`src/rtl/multicycle_sequencer.sv`:
```
// Multi-cycle RV32I sequencer. A small FSM walks each instruction through
// FETCH / DECODE / EXEC / MEM / WB over one shared memory port and owns every
// datapath write enable. A wait counter bounds how long a memory access may
// stall, and an illegal opcode or a stalled access parks the FSM in HALT with
// a sticky fault that only reset clears.
module multicycle_sequencer #(
  parameter int CNT_W   = 32,
  parameter int TIMEOUT = 255
) (
  input  logic             clk,
  input  logic             rst,
  input  logic             run,
  input  logic [6:0]       opcode,
  input  logic             take_branch,
  input  logic             mem_ready,
  output logic             mem_req,
  output logic             mem_we,
  output logic             addr_sel,
  output logic             ir_we,
  output logic             pc_we,
  output logic             pc_sel,
  output logic             reg_we,
  output logic [1:0]       wb_sel,
  output logic             busy,
  output logic             fault,
  output logic [2:0]       state,
  output logic [CNT_W-1:0] instret
);

  // FSM encoding is visible on the state port, so it is fixed.
  localparam logic [2:0] ST_IDLE   = 3'd0;
  localparam logic [2:0] ST_FETCH  = 3'd1;
  localparam logic [2:0] ST_DECODE = 3'd2;
  localparam logic [2:0] ST_EXEC   = 3'd3;
  localparam logic [2:0] ST_MEM    = 3'd4;
  localparam logic [2:0] ST_WB     = 3'd5;
  localparam logic [2:0] ST_HALT   = 3'd6;

  // Internal opcode class, latched in DECODE so later states do not depend
  // on the IR contents staying put.
  localparam logic [2:0] CL_OPIMM  = 3'd0;
  localparam logic [2:0] CL_OP     = 3'd1;
  localparam logic [2:0] CL_JAL    = 3'd2;
  localparam logic [2:0] CL_BRANCH = 3'd3;
  localparam logic [2:0] CL_LOAD   = 3'd4;
  localparam logic [2:0] CL_STORE  = 3'd5;

  localparam logic [6:0] OPC_OPIMM  = 7'b0010011;
  localparam logic [6:0] OPC_OP     = 7'b0110011;
  localparam logic [6:0] OPC_JAL    = 7'b1101111;
  localparam logic [6:0] OPC_BRANCH = 7'b1100011;
  localparam logic [6:0] OPC_LOAD   = 7'b0000011;
  localparam logic [6:0] OPC_STORE  = 7'b0100011;

  localparam logic [1:0] WB_ALU = 2'b00;
  localparam logic [1:0] WB_MEM = 2'b01;
  localparam logic [1:0] WB_PC4 = 2'b10;

  // The wait counter only needs to hold 0..TIMEOUT-1: the cycle that would
  // carry it to TIMEOUT is the cycle that faults instead.
  localparam int WAIT_W = (TIMEOUT > 1) ? $clog2(TIMEOUT) : 1;
  localparam logic [WAIT_W-1:0] WAIT_LAST = WAIT_W'((TIMEOUT > 0) ? TIMEOUT - 1 : 0);

  logic [2:0]       state_q, state_d;
  logic [2:0]       cls_q, cls_d;
  logic [WAIT_W-1:0] wait_q, wait_d;
  logic [CNT_W-1:0] instret_q, instret_d;
  logic             fault_q, fault_d;

  logic             retire;
  logic             tmo_hit;
  logic             op_legal;
  logic [2:0]       op_cls;
  logic [2:0]       bound_st;

  // Classify the raw opcode; anything outside the six supported classes is illegal.
  always_comb begin
    op_legal = 1'b1;
    op_cls   = CL_OPIMM;
    case (opcode)
      OPC_OPIMM:  op_cls = CL_OPIMM;
      OPC_OP:     op_cls = CL_OP;
      OPC_JAL:    op_cls = CL_JAL;
      OPC_BRANCH: op_cls = CL_BRANCH;
      OPC_LOAD:   op_cls = CL_LOAD;
      OPC_STORE:  op_cls = CL_STORE;
      default:    op_legal = 1'b0;
    endcase
  end

  // A ready arriving on the last allowed cycle wins over the timeout.
  assign tmo_hit  = (TIMEOUT != 0) && (wait_q == WAIT_LAST) && !mem_ready;
  // run is only looked at here (and in IDLE), so dropping it mid-instruction
  // lets the current instruction finish.
  assign bound_st = run ? ST_FETCH : ST_IDLE;

  // Next-state, class latch, wait counter and retire strobe.
  always_comb begin
    state_d = state_q;
    cls_d   = cls_q;
    fault_d = fault_q;
    wait_d  = '0;
    retire  = 1'b0;
    case (state_q)
      ST_IDLE: begin
        if (run) state_d = ST_FETCH;
      end
      ST_FETCH: begin
        if (mem_ready) begin
          state_d = ST_DECODE;
        end else if (tmo_hit) begin
          state_d = ST_HALT;
          fault_d = 1'b1;
        end else begin
          wait_d = wait_q + 1'b1;
        end
      end
      ST_DECODE: begin
        if (op_legal) begin
          cls_d   = op_cls;
          state_d = ST_EXEC;
        end else begin
          state_d = ST_HALT;
          fault_d = 1'b1;
        end
      end
      ST_EXEC: begin
        case (cls_q)
          CL_BRANCH: begin
            retire  = 1'b1;
            state_d = bound_st;
          end
          CL_LOAD, CL_STORE: state_d = ST_MEM;
          default:           state_d = ST_WB;
        endcase
      end
      ST_MEM: begin
        if (mem_ready) begin
          if (cls_q == CL_STORE) begin
            retire  = 1'b1;
            state_d = bound_st;
          end else begin
            state_d = ST_WB;
          end
        end else if (tmo_hit) begin
          state_d = ST_HALT;
          fault_d = 1'b1;
        end else begin
          wait_d = wait_q + 1'b1;
        end
      end
      ST_WB: begin
        retire  = 1'b1;
        state_d = bound_st;
      end
      ST_HALT: begin
        fault_d = 1'b1;
      end
      default: begin
        state_d = ST_IDLE;
      end
    endcase
  end

  assign instret_d = instret_q + {{(CNT_W-1){1'b0}}, retire};

  // State registers; reset abandons any instruction in flight without retiring it.
  always_ff @(posedge clk or posedge rst) begin
    if (rst) begin
      state_q   <= ST_IDLE;
      cls_q     <= CL_OPIMM;
      wait_q    <= '0;
      instret_q <= '0;
      fault_q   <= 1'b0;
    end else begin
      state_q   <= state_d;
      cls_q     <= cls_d;
      wait_q    <= wait_d;
      instret_q <= instret_d;
      fault_q   <= fault_d;
    end
  end

  // Per-state datapath enables, decoded from the current state and latched class.
  always_comb begin
    mem_req  = 1'b0;
    mem_we   = 1'b0;
    addr_sel = 1'b0;
    ir_we    = 1'b0;
    pc_we    = 1'b0;
    pc_sel   = 1'b0;
    reg_we   = 1'b0;
    wb_sel   = WB_ALU;
    case (state_q)
      ST_FETCH: begin
        mem_req = 1'b1;
        ir_we   = mem_ready;
      end
      ST_EXEC: begin
        if (cls_q == CL_BRANCH) begin
          pc_we  = 1'b1;
          pc_sel = take_branch;
        end
      end
      ST_MEM: begin
        mem_req  = 1'b1;
        addr_sel = 1'b1;
        mem_we   = (cls_q == CL_STORE);
        pc_we    = mem_ready && (cls_q == CL_STORE);
      end
      ST_WB: begin
        reg_we = 1'b1;
        pc_we  = 1'b1;
        pc_sel = (cls_q == CL_JAL);
        case (cls_q)
          CL_LOAD: wb_sel = WB_MEM;
          CL_JAL:  wb_sel = WB_PC4;
          default: wb_sel = WB_ALU;
        endcase
      end
      default: ;
    endcase
  end

  assign busy    = (state_q != ST_IDLE) && (state_q != ST_HALT);
  assign fault   = fault_q;
  assign state   = state_q;
  assign instret = instret_q;

`ifndef SYNTHESIS
  // Stores only ever target the ALU address, and PC/IR never update together.
  a_we_addr: assert property (@(posedge clk) disable iff (rst) !(mem_we && !addr_sel));
  a_pc_ir:   assert property (@(posedge clk) disable iff (rst) !(pc_we && ir_we));
`endif

endmodule

```
`config.mk`:
```
export PLATFORM = sky130hd
export DESIGN_NAME = multicycle_sequencer
export DESIGN_NICKNAME = d
export VERILOG_FILES = /design/src/rtl/multicycle_sequencer.sv
export SDC_FILE = /design/constraint.sdc
export NUM_CORES = 1
export LEC_CHECK = 0
export ABC_AREA = 0
export BUFFER_PORTS_ARGS = -buffer_cell sky130_fd_sc_hd__buf_2
export CAP_MARGIN = 10
export CELL_PAD_IN_SITES_DETAIL_PLACEMENT = 0
export CELL_PAD_IN_SITES_GLOBAL_PLACEMENT = 2
export CORE_ASPECT_RATIO = 1.5
export CORE_UTILIZATION = 35
export CTS_CLUSTER_DIAMETER = 40
export DETAILED_ROUTE_END_ITERATION = 12
export PLACE_DENSITY = 0.95
export SETUP_SLACK_MARGIN = 0.15
export SLEW_MARGIN = 20
export SYNTH_ARGS = -nofsm -noshare
export SYNTH_HDL_FRONTEND = slang
export SYNTH_SLANG_ARGS = --single-unit
```
`constraint.sdc`:
```
create_clock -name clk -period 4.6 [get_ports clk]
set_input_delay 0.92 -clock clk [delete_from_list [all_inputs] [get_ports clk]]
set_output_delay 0.92 -clock clk [all_outputs]
set_load 0.03 [all_outputs]
```
# Yosys cells after proc, flatten, opt, wreduce, memory -nomap -nowiden
# Index checks and enable logic that the tools add are counted.
[word_totals] regBits=47 out_inout_bits=46 word_cells=75
[op_classes] add_sub_neg=2 n_eq_ne=22 muxes=32 bitwise_logic=1 n_reduce_logical=13
[ops] operator="$add 32x1->32" count=1
[ops] operator="$mux 8" count=3
[ops] operator="$pmux 3 s7" count=1
[ops] operator="$mux 3" count=6
[ops] operator="$eq 3x3->1 const B" count=5
[ops] operator="$pmux 3 s5" count=1
[ops] operator="$eq 7x6->1 const B" count=2
[ops] operator="$eq 7x7->1 const B" count=2
[ops] operator="$mux 1" count=14
[ops] operator="$eq 3x2->1 const B" count=4
[ops] operator="$pmux 1 s3" count=3
[ops] operator="$add 8x1->8 const B" count=1
[ops] operator="$eq 8x8->1 const B" count=1
[ops] operator="$eq 7x2->1 const B" count=1
[ops] operator="$eq 7x5->1 const B" count=1
[ops] operator="$ne 2x2->1 const B" count=3
[ops] operator="$pmux 3 s2" count=1
[ops] operator="$reduce_bool 3->1" count=2
[ops] operator="$reduce_or 6->1" count=1
[ops] operator="$pmux 2 s2" count=1
[ops] operator="$reduce_and 2->1" count=2
[ops] operator="$reduce_and 4->1" count=1
[ops] operator="$reduce_or 2->1" count=2
[ops] operator="$eq 3x1->1 const B" count=1
[ops] operator="8 further kinds" count=10

# Depth between registers and ports, before layout
# Gate-level depths: netlist (run 1).
[logic_depth] word_depth=5 ltp_mapped=9

# Worst setup path after synthesis (run 1)
# OpenSTA, ideal clock, no wires.
[synth_timing] kind="register -> register" startpoint="register state_q[2], in the netlist state[2]" endpoint="register instret_q[22], in the netlist instret[22]" setup_time_ps=135 t_arrival_ps=3111 required_ps=4465 setup_slack_ps=1354 path_stages_with_launch=9 n_path_buf=0 synth_period_minus_slack_ps=3246 path_cell_list="dfrtp_1 -> nand2b_1 -> o32ai_1 -> ha_1 -> ha_1 -> nand2_1 -> nor4_4 -> nand4_1 -> xnor2_1"
[synth_between] elab_chain_len=3
[synth_lines] element="from (decl)" line="64" text="logic [2:0] state_q, state_d;"
[synth_lines] element="from (signal assigned)" line="176" text="state_q <= state_d;"
[synth_lines] element="$eq 3x3->1 / $eq 3x2->1 (equally long branches)" line="104" text="case (state_q)"
[synth_lines] element="$pmux 1 s3 (*)" line="104"
[synth_lines] element="$add 32x1->32 (*)" line="165" text="assign instret_d = instret_q + {{(CNT_W-1){1'b0}}, retire};"
[synth_lines] element="net instret_d[22]" line="67" text="logic [CNT_W-1:0] instret_q, instret_d;"
[synth_lines] element="to (signal assigned)" line="179" text="instret_q <= instret_d;"
[synth_lines] element="to (decl)" line="67"
# Mark *: on every way through the listed nets, which the timed path passes. The rest lies on a longest branch.
# A chain may end at the register's enable or synchronous reset.

# Final worst setup path (run 1)
# Ends and elaborated chain as after synthesis.

==> key figures, run 1 <==
Floorplan
  • I/O pin cnt: 58
  • Die area: 7063 µm²
  • Starting Density: 36.28%
  • Core area: 6486 µm²
  • Die Width: 68.96 µm
  • Die span in y: 102.4 µm
  • Row count: 36

Drt
  • # DRC: 0
  • Uppermost layer routed: met4
  • Avg Vias per Cell: 5.232
  • Starting DRT DRC Count: 134
  • WL/cell: 13.92 µm
  • Detailed Route WL: 5.095 mm
  • WL met1: 2.251 mm
  • Routed Antenna Nets: 0
  • Wire length on met2: 2.565 mm
  • WL met3: 184 µm
  • Drt first pass iters: 4
  • Vias: 1915

Hold path
  • Hold path endpoint: fault
  • Worst hold path type: flop to flop
  • Worst hold stages: 2
  • Worst Min Path Start: fault

Clock tree
  • Post-CTS Hold Fix Bufs: 0
  • TritonCTS clock tree: built
  • H-tree depth: 2
  • Post-CTS setup buffer count: 0
  • CTS resizes: 0
  • Clock Path Buffers: 2
  • Clk Latency, worst-skew pair: 300 ps
  • TritonCTS buffer count: 5
  • Clock root buffer: clkbuf_8
  • Clock sinks: 47
  • Clock-pin slew on the worst setup and hold paths: 80 ps

STA
  • Final Cycle Share: 63.28%
  • Period minus WS final: 2911 ps
  • RSZ-0062 raised after global routing: no
  • Clock skew: 6.296 ps
  • Slew Viols, Final: 0
  • Worst slew pin tran: 834.3 ps
  • Setup TNS: 0 ps
  • Relative slew slack: 44.32%
  • Final setup fails: 0
  • Worst hold slack: 479.4 ps
  • Final Hold Fails: 0
  • Max Clk Rate: 343.5 MHz

Power and ir drop
  • Sw Share: 41.94%
  • Pwr Density: 428.7 nW/µm²
  • P_int: 0.6973 mW
  • Switch Pwr: 0.5037 mW
  • Comb pwr share: 33.3%
  • LEAKAGE: 1.375 nW
  • Maximum vdd ir drop: 0.2315 mV
  • Seq pwr share: 46.6%
  • Clk pwr share: 20.1%

Placed design
  • Final GP Congestion: 0.7964
  • Dpl cells: 358
  • Detail Placement HPWL: 3.708 mm
  • Placed Area: 2715 µm²
  • Port bufs: 57

Finish
  • Area grow syn2layout: 19.03%
  • Share of layout cells above drive strength 1: 23.45%
  • Ant diodes: 0
  • NumNets Final: 305
  • Fin cells: 366
  • Fillers: 657
  • Final instance area: 2801 µm²

Synthesis
  • Distinct cells, synth: 39
  • Cells after Synth: 230
  • Synth Area per Inst: 10.23 µm²
  • Top cell type's share of synthesized area: 49.97%
  • Most used DFF post-synth: dfrtp_1
  • EDFF count, synth: 0
  • Synth warnings: 0
  • Post-Syn Area: 2354 µm²
  • Yosys reg bits: 47
  • Sequential fraction of the synthesis area: 49.97%
  • Synth Net Count: 246
  • Post-synth top area cell: dfrtp_1
  • Top post-synthesis cells by area: dfrtp_1 50%, xnor2_1 10%, nand3_1 4.3%, xor2_1 3.7%, nor2_1 3.2%
  • Async S/R FF share, synth: 100.0%

Global route
  • Vias in the first global route: 1940
  • Largest net degree at the start of global routing: 48
  • Overflow left after global routing: 0
  • Overall global routing resource usage: 16.11%
  • First-pass GRT wire length: 8.728 mm
  • Antenna violations before repair: 0

Worst setup path
  • Launch point of the worst reg-to-reg path: state[2]
  • Worst path arrival time: 3100 ps
  • Worst Setup Path Type: flop to flop
  • Startpoint Class: flop
  • Endpoint class of the critical path: flop
  • End of the worst register-to-register path: instret[22]
  • Req. time, crit path: 4790 ps
  • Reg2Reg Setup Slack: 1690 ps
  • Reg2Reg Depth: 8
  • Worst-path fanout max: 16

Job
  • Maxcap violations: 0

Run status
  • Status: completed
[sequential cells by signal, summed over array words and instances (netlist names)]
register and cells:
instret 32, wait_q 8, cls_q 3, state 3
fault 1
[layout by cell type, fill, tap and decap left out, drive strengths merged, types with 2 or more instances in the layout]
| cell | netlist | routed |
|---|---|---|
| a21oi | 5 | 5 |
| a31oi | 3 | 3 |
| and3 | 6 | 6 |
| and4 | 2 | 2 |
| buf | 0 | 57 |
| clkbuf | 5 | 6 |
| clkinv | 0 | 2 |
| dfrtp | 47 | 47 |
| ha | 4 | 4 |
| inv | 7 | 6 |
| nand2 | 17 | 17 |
| nand2b | 4 | 4 |
| nand3 | 20 | 20 |
| nand4 | 11 | 11 |
| nor2 | 20 | 20 |
| nor2b | 2 | 2 |
| nor3 | 9 | 9 |
| nor3b | 2 | 2 |
| nor4 | 3 | 3 |
| o211ai | 2 | 2 |
| o21ai | 8 | 8 |
| xnor2 | 27 | 27 |
| xor2 | 10 | 10 |
[power by group through the flow]
| stage | clock network [mW] | logic (mW) | registers [mW] |
|---|---|---|---|
| after global placement | 0 | 0.405 | 0.568 |
| after floorplan | 0 | 0.261 | 0.583 |
| after CTS | 0.255 | 0.405 | 0.559 |
| after detailed placement | 0 | 0.404 | 0.568 |
| final | 0.241 | 0.400 | 0.560 |
| after global routing | 0.269 | 0.446 | 0.572 |
[worst max path at each step]
stage	start	to	slack (ps)
after detailed placement	mem_ready	instret[22]	1560
after floorplan	state[2]	instret[22]	1350
after global routing	state[1]	instret[22]	1430
after global placement	mem_ready	instret[22]	1640
final	state[2]	instret[22]	1690
after CTS	state[2]	instret[24]	1650
[critical path: stages, from the launching register on]
cell and delay (ps):
dfrtp_1 560, nand2b_1 330, o32ai_1 410, ha_1 250, ha_1 210, nand2_1 150
nor4_4 570, nand4_1 180, xnor2_1 150
[cell families after synthesis]
group	after synthesis	share of synthesized area [%]
AOI/OAI and AO/OA	29	8.135
xor gates and xnor gates	37	13.77
adders and majority gates	4	2.127
buffers and inverters	12	1.914
DFF	47	49.97
and+or+nand+nor	101	24.08
[cell type report]
cell class / count / area [µm²] / share of cell area, %
clock buffers: 6 / 72.57 / 2.590
clock inverters: 2 / 12.51 / 0.4466
inverters: 7 / 27.53 / 0.9826
multi-input cells: 171 / 1132 / 40.42
flip-flops and latches: 47 / 1176 / 41.98
well taps: 76 / 95.09 / 3.394
repair buffers: 57 / 285.3 / 10.18
[cell usage after synthesis, types with 3 or more instances]
| cell | n |
|---|---|
| and3_1 | 6 |
| inv_1 | 7 |
| nand2b_1 | 4 |
| xor2_1 | 10 |
| nand3_1 | 20 |
| nand2_1 | 17 |
| a21oi_1 | 5 |
| nor3_1 | 9 |
| nand4_1 | 10 |
| nor2_1 | 20 |
| a31oi_1 | 3 |
| ha_1 | 4 |
| dfrtp_1 | 47 |
| xnor2_1 | 27 |
| o21ai_0 | 8 |
| clkbuf_1 | 5 |
[metrics by stage]
| stage | setup WS, ps | util (%) | total power, mW |
|---|---|---|---|
| finish | 1689 | 43.19 | 1.201 |
| global placement | 1639 | 41.86 | 0.9732 |
| CTS | 1650 | 43.17 | 1.220 |
| detailed placement | 1559 | 41.86 | 0.9717 |
| floorplan | 1354 | - | 0.8433 |
| global route | 1432 | 43.19 | 1.286 |
[per-layer routing]
layer  vias up  GRT usage, %
li1        937             -
met4         0         6.593
met2        48         28.16
met5         -             0
met3         7         2.679
met1       923         18.94
Power figures use the tool's default switching activity.
==> run 2: changes to the inputs <==
--- a/config.mk
+++ b/config.mk
@@ -11,10 +11,10 @@
 export CELL_PAD_IN_SITES_DETAIL_PLACEMENT = 0
 export CELL_PAD_IN_SITES_GLOBAL_PLACEMENT = 2
 export CORE_ASPECT_RATIO = 1.5
-export CORE_UTILIZATION = 35
+export CORE_UTILIZATION = 33
 export CTS_CLUSTER_DIAMETER = 40
 export DETAILED_ROUTE_END_ITERATION = 12
-export PLACE_DENSITY = 0.95
+export PLACE_DENSITY = 0.92
 export SETUP_SLACK_MARGIN = 0.15
 export SLEW_MARGIN = 20
 export SYNTH_ARGS = -nofsm -noshare
==> constraint.sdc (replaced) <==
create_clock -name clk -period 2.99 [get_ports clk]
set_input_delay 0.598 -clock clk [delete_from_list [all_inputs] [get_ports clk]]
set_output_delay 0.598 -clock clk [all_outputs]
set_load 0.03 [all_outputs]
==> run 2 against run 1 <==
- the flow now finishes with violations (DRC)
- count of clock-buffer cells in the layout is the same
- critical path depth unchanged
- worst setup slack got worse by 1200 ps
- design area grew 3.3%
- clock skew about the same
- utilization decreased by 1.3 points
- worst hold slack worse by 62 ps
- clock power up 100%
- sequential share of layout area fell by 1.3 points
==> key figures, run 2 (synthesized netlist as in run 1, its figures left out) <==
STA
  • Final setup fails: 0
  • RSZ-0062 raised after global routing: no
  • Clock skew: 6.779 ps
  • Worst hold slack: 417.2 ps
  • Final Cycle Share: 83.24%
  • Setup TNS: 0 ps
  • Worst slew pin tran: 821.3 ps
  • Relative slew slack: 45.18%
  • Slew Viols, Final: 0
  • Max Clk Rate: 401.8 MHz
  • Final Hold Fails: 0
  • Period minus WS final: 2489 ps

Worst setup path
  • Startpoint Class: flop
  • Worst Setup Path Type: flop to flop
  • Reg2Reg Setup Slack: 500 ps
  • CP cell instances: nor2b_1 -> nand2_1 -> o32ai_4 -> ha_1 -> nand3_1 -> nor4_4 -> nand4_1 -> xnor2_1
  • Launch point of the worst reg-to-reg path: cls_q[1]
  • CP peak stage delay: 510 ps
  • CP max-delay cell: nor4_4
  • Endpoint class of the critical path: flop
  • Critical Path Start: cls_q[1]
  • Worst-path fanout max: 9
  • Worst path arrival time: 2680 ps
  • Critical Path End: instret[25]
  • Reg2Reg Depth: 8
  • End of the worst register-to-register path: instret[25]
  • Req. time, crit path: 3180 ps

Finish
  • NumNets Final: 310
  • Max reg flops: 32
  • Commonest non-fill, non-tap cells in the layout: 57 x buf_2, 47 x dfrtp_1, 27 x xnor2_1, 20 x nor2_1, 20 x nand3_1
  • Share of layout cells above drive strength 1: 25.42%
  • Fillers: 679
  • Area grow syn2layout: 22.91%
  • Most common cell after layout, fill and taps aside: buf_2
  • Ant diodes: 0
  • Fin cells: 373

Power and ir drop
  • Total power: 2.025 mW
  • Switch Pwr: 0.8096 mW
  • Clk pwr share: 24.1%
  • P_int: 1.216 mW
  • Sw Share: 39.97%
  • Seq pwr share: 39.3%
  • Maximum vdd ir drop: 0.2953 mV
  • Pwr Density: 700.2 nW/µm²
  • LEAKAGE: 1.423 nW
  • Comb pwr share: 36.6%

Global route
  • Overflow left after global routing: 0
  • First-pass GRT wire length: 8.976 mm
  • Largest net degree at the start of global routing: 48
  • Vias in the first global route: 1887
  • Antenna violations before repair: 0
  • Overall global routing resource usage: 15.21%

Drt
  • Vias: 1914
  • Routed Antenna Nets: 0
  • Starting DRT DRC Count: 52
  • Drt first pass iters: 11
  • Detailed Route WL: 5.382 mm
  • WL/cell: 14.43 µm
  • Avg Vias per Cell: 5.131
  • # DRC: 4

Clock tree
  • Clock root buffer: clkbuf_8
  • Clock-pin slew on the worst setup and hold paths: 90 ps
  • TritonCTS buffer count: 5
  • Clk Latency, worst-skew pair: 300 ps
  • Post-CTS Hold Fix Bufs: 0
  • TritonCTS clock tree: built
  • CTS resizes: 0
  • Clock Path Buffers: 2
  • H-tree depth: 2
  • Clock sinks: 47
  • Post-CTS setup buffer count: 0

Floorplan
  • Row count: 37
  • Core area: 6898 µm²
  • Die area: 7481 µm²
  • Die Width: 70.96 µm
  • I/O pin cnt: 58
  • Starting Density: 34.12%
  • Die span in y: 105.4 µm

Run status
  • Failing checks: DRC
  • Status: finished with violations

Placed design
  • Final GP Congestion: 0.8976
  • Detail Placement HPWL: 3.927 mm
  • Port bufs: 57
  • Dpl cells: 363

Hold path
  • Worst hold path type: input pin to async pin

Job
  • Maxcap violations: 0
run 2: cell types whose count changed in the layout (fill, tap and decap cells not counted), sizes merged:
cell,delta
buf,+5
bufinv,+1
clkinvlp,-1
run 2: cell type report:
| type | count | area [µm²] | share of cell area (%) |
|---|---|---|---|
| flip-flops and latches | 47 | 1176 | 40.66 |
| multi-input cells | 171 | 1151 | 39.79 |
| repair buffers | 62 | 322.8 | 11.16 |
| well taps | 78 | 97.59 | 3.374 |
| clock buffers | 6 | 82.58 | 2.855 |
| clock inverters | 2 | 35.03 | 1.211 |
| inverters | 7 | 27.53 | 0.9516 |
run 2: worst max-delay path, delay by kind of cell, from the launching register on:
kind | cells | cell delay (ps)
AND/OR/NAND/NOR | 5 | 1330
AO/OA/AOI/OAI | 1 | 260
adder cells (fa/ha/maj) | 1 | 220
XOR/XNOR | 1 | 150
flip-flops | 1 | 410
run 2: metrics by stage:
step	utilization, %	cell area (µm²)	setup WS [ps]
after floorplan	-	2372	248.5
after global placement	40.00	2759	343.2
after detailed placement	40.00	2759	283.1
after CTS	41.70	2877	261.4
after global routing	41.94	2893	172.4
final	41.94	2893	501.0
run 2: worst min path at each step:
stage / endpoint / from / slack (ps)
2_1_floorplan: wait_q[0] / wait_q[0] / 470
3_3_place_gp: instret[31] / instret[31] / 460
3_5_place_dp: instret[31] / instret[31] / 470
4_1_cts: cls_q[2] / opcode[4] / 480
5_1_grt: cls_q[2] / opcode[4] / 480
6_report: state[0] / rst / 420
run 2: power by group through the flow:
| stage | combinational [mW] | sequential, mW | clock, mW |
|---|---|---|---|
| global placement | 0.743 | 0.804 | 0 |
| CTS | 0.750 | 0.795 | 0.502 |
| global route | 0.807 | 0.806 | 0.528 |
| finish | 0.742 | 0.796 | 0.487 |
| floorplan | 0.422 | 0.897 | 0 |
| detailed placement | 0.747 | 0.809 | 0 |
run 2: routing by layer:
metal  up-vias  global-route usage (%)  routed length, µm
met5         -                       0                  0
met4         0                   7.143                163
met3        11                   2.581                148
met2        45                   26.10               2748
met1       914                   18.34               2322
li1        944                       -                  -
==> run 3: changes to the inputs <==
--- a/config.mk
+++ b/config.mk
@@ -5,16 +5,16 @@
 export SDC_FILE = /design/constraint.sdc
 export NUM_CORES = 1
 export LEC_CHECK = 0
-export ABC_AREA = 0
+export ABC_AREA = 1
 export BUFFER_PORTS_ARGS = -buffer_cell sky130_fd_sc_hd__buf_2
 export CAP_MARGIN = 10
 export CELL_PAD_IN_SITES_DETAIL_PLACEMENT = 0
 export CELL_PAD_IN_SITES_GLOBAL_PLACEMENT = 2
 export CORE_ASPECT_RATIO = 1.5
-export CORE_UTILIZATION = 33
+export CORE_UTILIZATION = 28
 export CTS_CLUSTER_DIAMETER = 40
 export DETAILED_ROUTE_END_ITERATION = 12
-export PLACE_DENSITY = 0.92
+export PLACE_DENSITY = 0.88
 export SETUP_SLACK_MARGIN = 0.15
 export SLEW_MARGIN = 20
 export SYNTH_ARGS = -nofsm -noshare
==> constraint.sdc (replaced) <==
create_clock -name clk -period 2.1 [get_ports clk]
set_input_delay 0.42 -clock clk [delete_from_list [all_inputs] [get_ports clk]]
set_output_delay 0.42 -clock clk [all_outputs]
set_load 0.03 [all_outputs]
==> run 3 against run 2 <==
- the flow now finishes without violations
- fmax increased by 24%
- clock power increased by 68%
- clock skew increased by 3.2 ps
- via count increased by 37%
- critical path depth increased by 3
- synthesized cell count increased by 57%
- first-iteration DRC count increased by 35%
- count of clock-buffer cells in the layout decreased by 1
- worst setup slack got worse by 400 ps
- total power decreased by 12%
- sequential cell count unchanged
- die area increased by 38%
- critical endpoint is now instret[18]
==> key figures, run 3 <==
Synthesis
  • Most used DFF post-synth: dfrtp_1
  • Top cells by count, synth: 105 x nand2_1, 52 x nor2_1, 47 x dfrtp_1
  • Yosys reg bits: 47
  • Cells after Synth: 361
  • Sequential fraction of the synthesis area: 42.40%
  • Post-Syn Area: 2774 µm²
  • Top post-synthesis cells by area: dfrtp_1 42%, nand2_1 14%, nor2_1 7.0%, inv_1 5.7%, xor2_1 4.7%
  • Post-synth top area cell: dfrtp_1
  • Dominant cell by count in the synthesized netlist: nand2_1
  • Distinct cells, synth: 27
  • Synth warnings: 0
  • Synth Area per Inst: 7.684 µm²
  • Async S/R FF share, synth: 100.0%
  • Synth Net Count: 377
  • Top cell type's share of synthesized area: 42.40%
  • EDFF count, synth: 0

Worst setup path
  • Reg2Reg Setup Slack: 100 ps
  • CP max-delay cell: dfrtp_1
  • Critical Path Start: cls_q[1]
  • Cell family with most CP delay: simple AND/OR/NAND/NOR gates
  • CP cell instances: nor2_2 -> nand3_2 -> o211ai_1 -> ha_2 -> ha_4 -> nand2_4 -> inv_4 -> nand3_4 -> inv_2 -> nand4_1 -> xnor2_1
  • End of the worst register-to-register path: instret[18]
  • Worst-path fanout max: 4
  • WP depth: 11
  • Worst Setup Path Type: flop to flop
  • Crit path buf inv count: 2
  • Startpoint Class: flop
  • Endpoint class of the critical path: flop
  • Launch point of the worst reg-to-reg path: cls_q[1]
  • Req. time, crit path: 2280 ps
  • Reg2Reg Depth: 11
  • Worst path arrival time: 2190 ps
  • CP peak stage delay: 400 ps
  • Critical Path End: instret[18]

Finish
  • Max reg flops: 32
  • Share of layout cells above drive strength 1: 33.63%
  • Fin cells: 561
  • Area grow syn2layout: 32.43%
  • Most common cell after layout, fill and taps aside: nand2_1
  • Commonest non-fill, non-tap cells in the layout: 96 x nand2_1, 52 x buf_2, 47 x nor2_1, 43 x dfrtp_1, 35 x inv_1
  • Fillers: 1033
  • Ant diodes: 0
  • NumNets Final: 461
  • Core Util, Final: 38.13%

Global route
  • Overall global routing resource usage: 16.53%
  • GR met2 Demand/Resource: 30.94%
  • Antenna violations before repair: 0
  • Met3 Use GR: 3.645%
  • Overflow left after global routing: 0
  • Grt peak-use layer: met2
  • Vias in the first global route: 2689
  • First-pass GRT wire length: 13.24 mm
  • Met1 Use GR: 17.37%
  • Largest net degree at the start of global routing: 36

STA
  • Setup TNS: 0 ps
  • Max Clk Rate: 499.6 MHz
  • RSZ-0062 raised after global routing: yes
  • Worst slew pin tran: 362.7 ps
  • Clock skew: 9.961 ps
  • Final setup margin: 98.51 ps
  • Final Cycle Share: 95.31%
  • Period minus WS final: 2001 ps
  • Slew Viols, Final: 0
  • Relative slew slack: 75.63%
  • Final Hold Fails: 0
  • Final setup fails: 0

Drt
  • WL/cell: 13.77 µm
  • Avg Vias per Cell: 4.667
  • # DRC: 0
  • Vias: 2618
  • Detailed Route WL: 7.724 mm
  • Routed Antenna Nets: 0
  • Starting DRT DRC Count: 70
  • Drt first pass iters: 4

Placed design
  • Port bufs: 57
  • Place WS: 15.48 ps
  • Dpl cells: 545
  • Detail Placement HPWL: 6.092 mm
  • Final GP Congestion: 0.8420

Clock tree
  • TritonCTS buffer count: 5
  • H-tree depth: 2
  • Clock-pin slew on the worst setup and hold paths: 70 ps
  • Clock sinks: 47
  • Clk Latency, worst-skew pair: 300 ps
  • Clock Path Buffers: 2
  • Clock root buffer: clkbuf_16
  • Post-CTS Hold Fix Bufs: 0
  • TritonCTS clock tree: built

Power and ir drop
  • LEAKAGE: 1.834 nW
  • Total power: 1.774 mW
  • Pwr Density: 482.9 nW/µm²
  • Maximum vdd ir drop: 0.2628 mV
  • Clk pwr share: 46.2%
  • P_int: 1.367 mW
  • Seq pwr share: 51.0%
  • Sw Share: 22.95%
  • Comb pwr share: 2.8%
  • Switch Pwr: 0.4072 mW

Floorplan
  • Die span in y: 123.9 µm
  • Die area: 10320 µm²
  • Die Width: 83.27 µm
  • I/O pin cnt: 58
  • Core area: 9634 µm²
  • Starting Density: 28.79%
  • Row count: 44

Job
  • Maxcap violations: 0

Run status
  • Status: completed

Hold path
  • Worst hold path type: input pin to async pin
[run 3: worst min-delay path by stage]
stage	end	startpoint
floorplan	wait_q[0]	wait_q[0]
global placement	state[2]	rst
detailed placement	state[2]	rst
finish	state[2]	rst
global route	state[2]	rst
CTS	state[2]	rst
[run 3: power by group through the flow]
stage / Clock, mW / Sequential, mW / Combinational [mW]
final: 0.819 / 0.905 / 0.0500
after global placement: 0 / 0.923 / 0.0504
after floorplan: 0 / 0.923 / 0.0222
after global routing: 0.885 / 0.905 / 0.0590
after CTS: 0.842 / 0.905 / 0.0517
after detailed placement: 0 / 0.923 / 0.0511
[run 3: what timing repair did]
action | 4_1_cts | 5_1_grt
pin swaps | 5 | 10
setup endpoints to repair | 22 | 30
gates resized for setup | 8 | 25
cloned | 0 | 0
buffers inserted | 7 | 1
[run 3: cells by family after synthesis]
| family | Yosys count | share of synthesized area [%] |
|---|---|---|
| compound gates | 15 | 2.977 |
| xor+xnor | 20 | 6.315 |
| fa+ha+maj | 4 | 1.804 |
| buf+inv | 47 | 6.495 |
| flops | 47 | 42.40 |
| simple gates | 228 | 40.01 |
[run 3: metrics by stage]
stage | hold WS (ps) | cell area (µm²)
final | 81.62 | 3674
after global routing | 105.2 | 3674
after CTS | 86.22 | 3608
after detailed placement | 400.5 | 3387
after global placement | 396.9 | 3387
after floorplan | 452.1 | 2859
[run 3: worst reg2reg max path: cells and delay by family, from the launching register on]
| family | cells | cell delay [ps] |
|---|---|---|
| xor+xnor | 1 | 150 |
| flops | 1 | 400 |
| fa+ha+maj | 2 | 390 |
| buf+inv | 2 | 180 |
| simple gates | 5 | 520 |
| compound gates | 1 | 250 |
[run 3: routing by layer]
layer	up-vias	routed length, µm
met1	1228	3008
li1	1303	-
met2	68	4052
met4	0	308
met3	19	353
met5	-	0
[run 3: cell type report]
class / count / area [µm²] / area share, %
Tap cell: 115 / 143.9 / 3.917
Clock inverter: 3 / 23.77 / 0.6471
Sequential cell: 47 / 1181 / 32.15
Timing Repair Buffer: 78 / 483.0 / 13.15
Inverter: 46 / 175.2 / 4.768
Multi-Input combinational cell: 267 / 1541 / 41.96
Clock buffer: 5 / 125.1 / 3.406
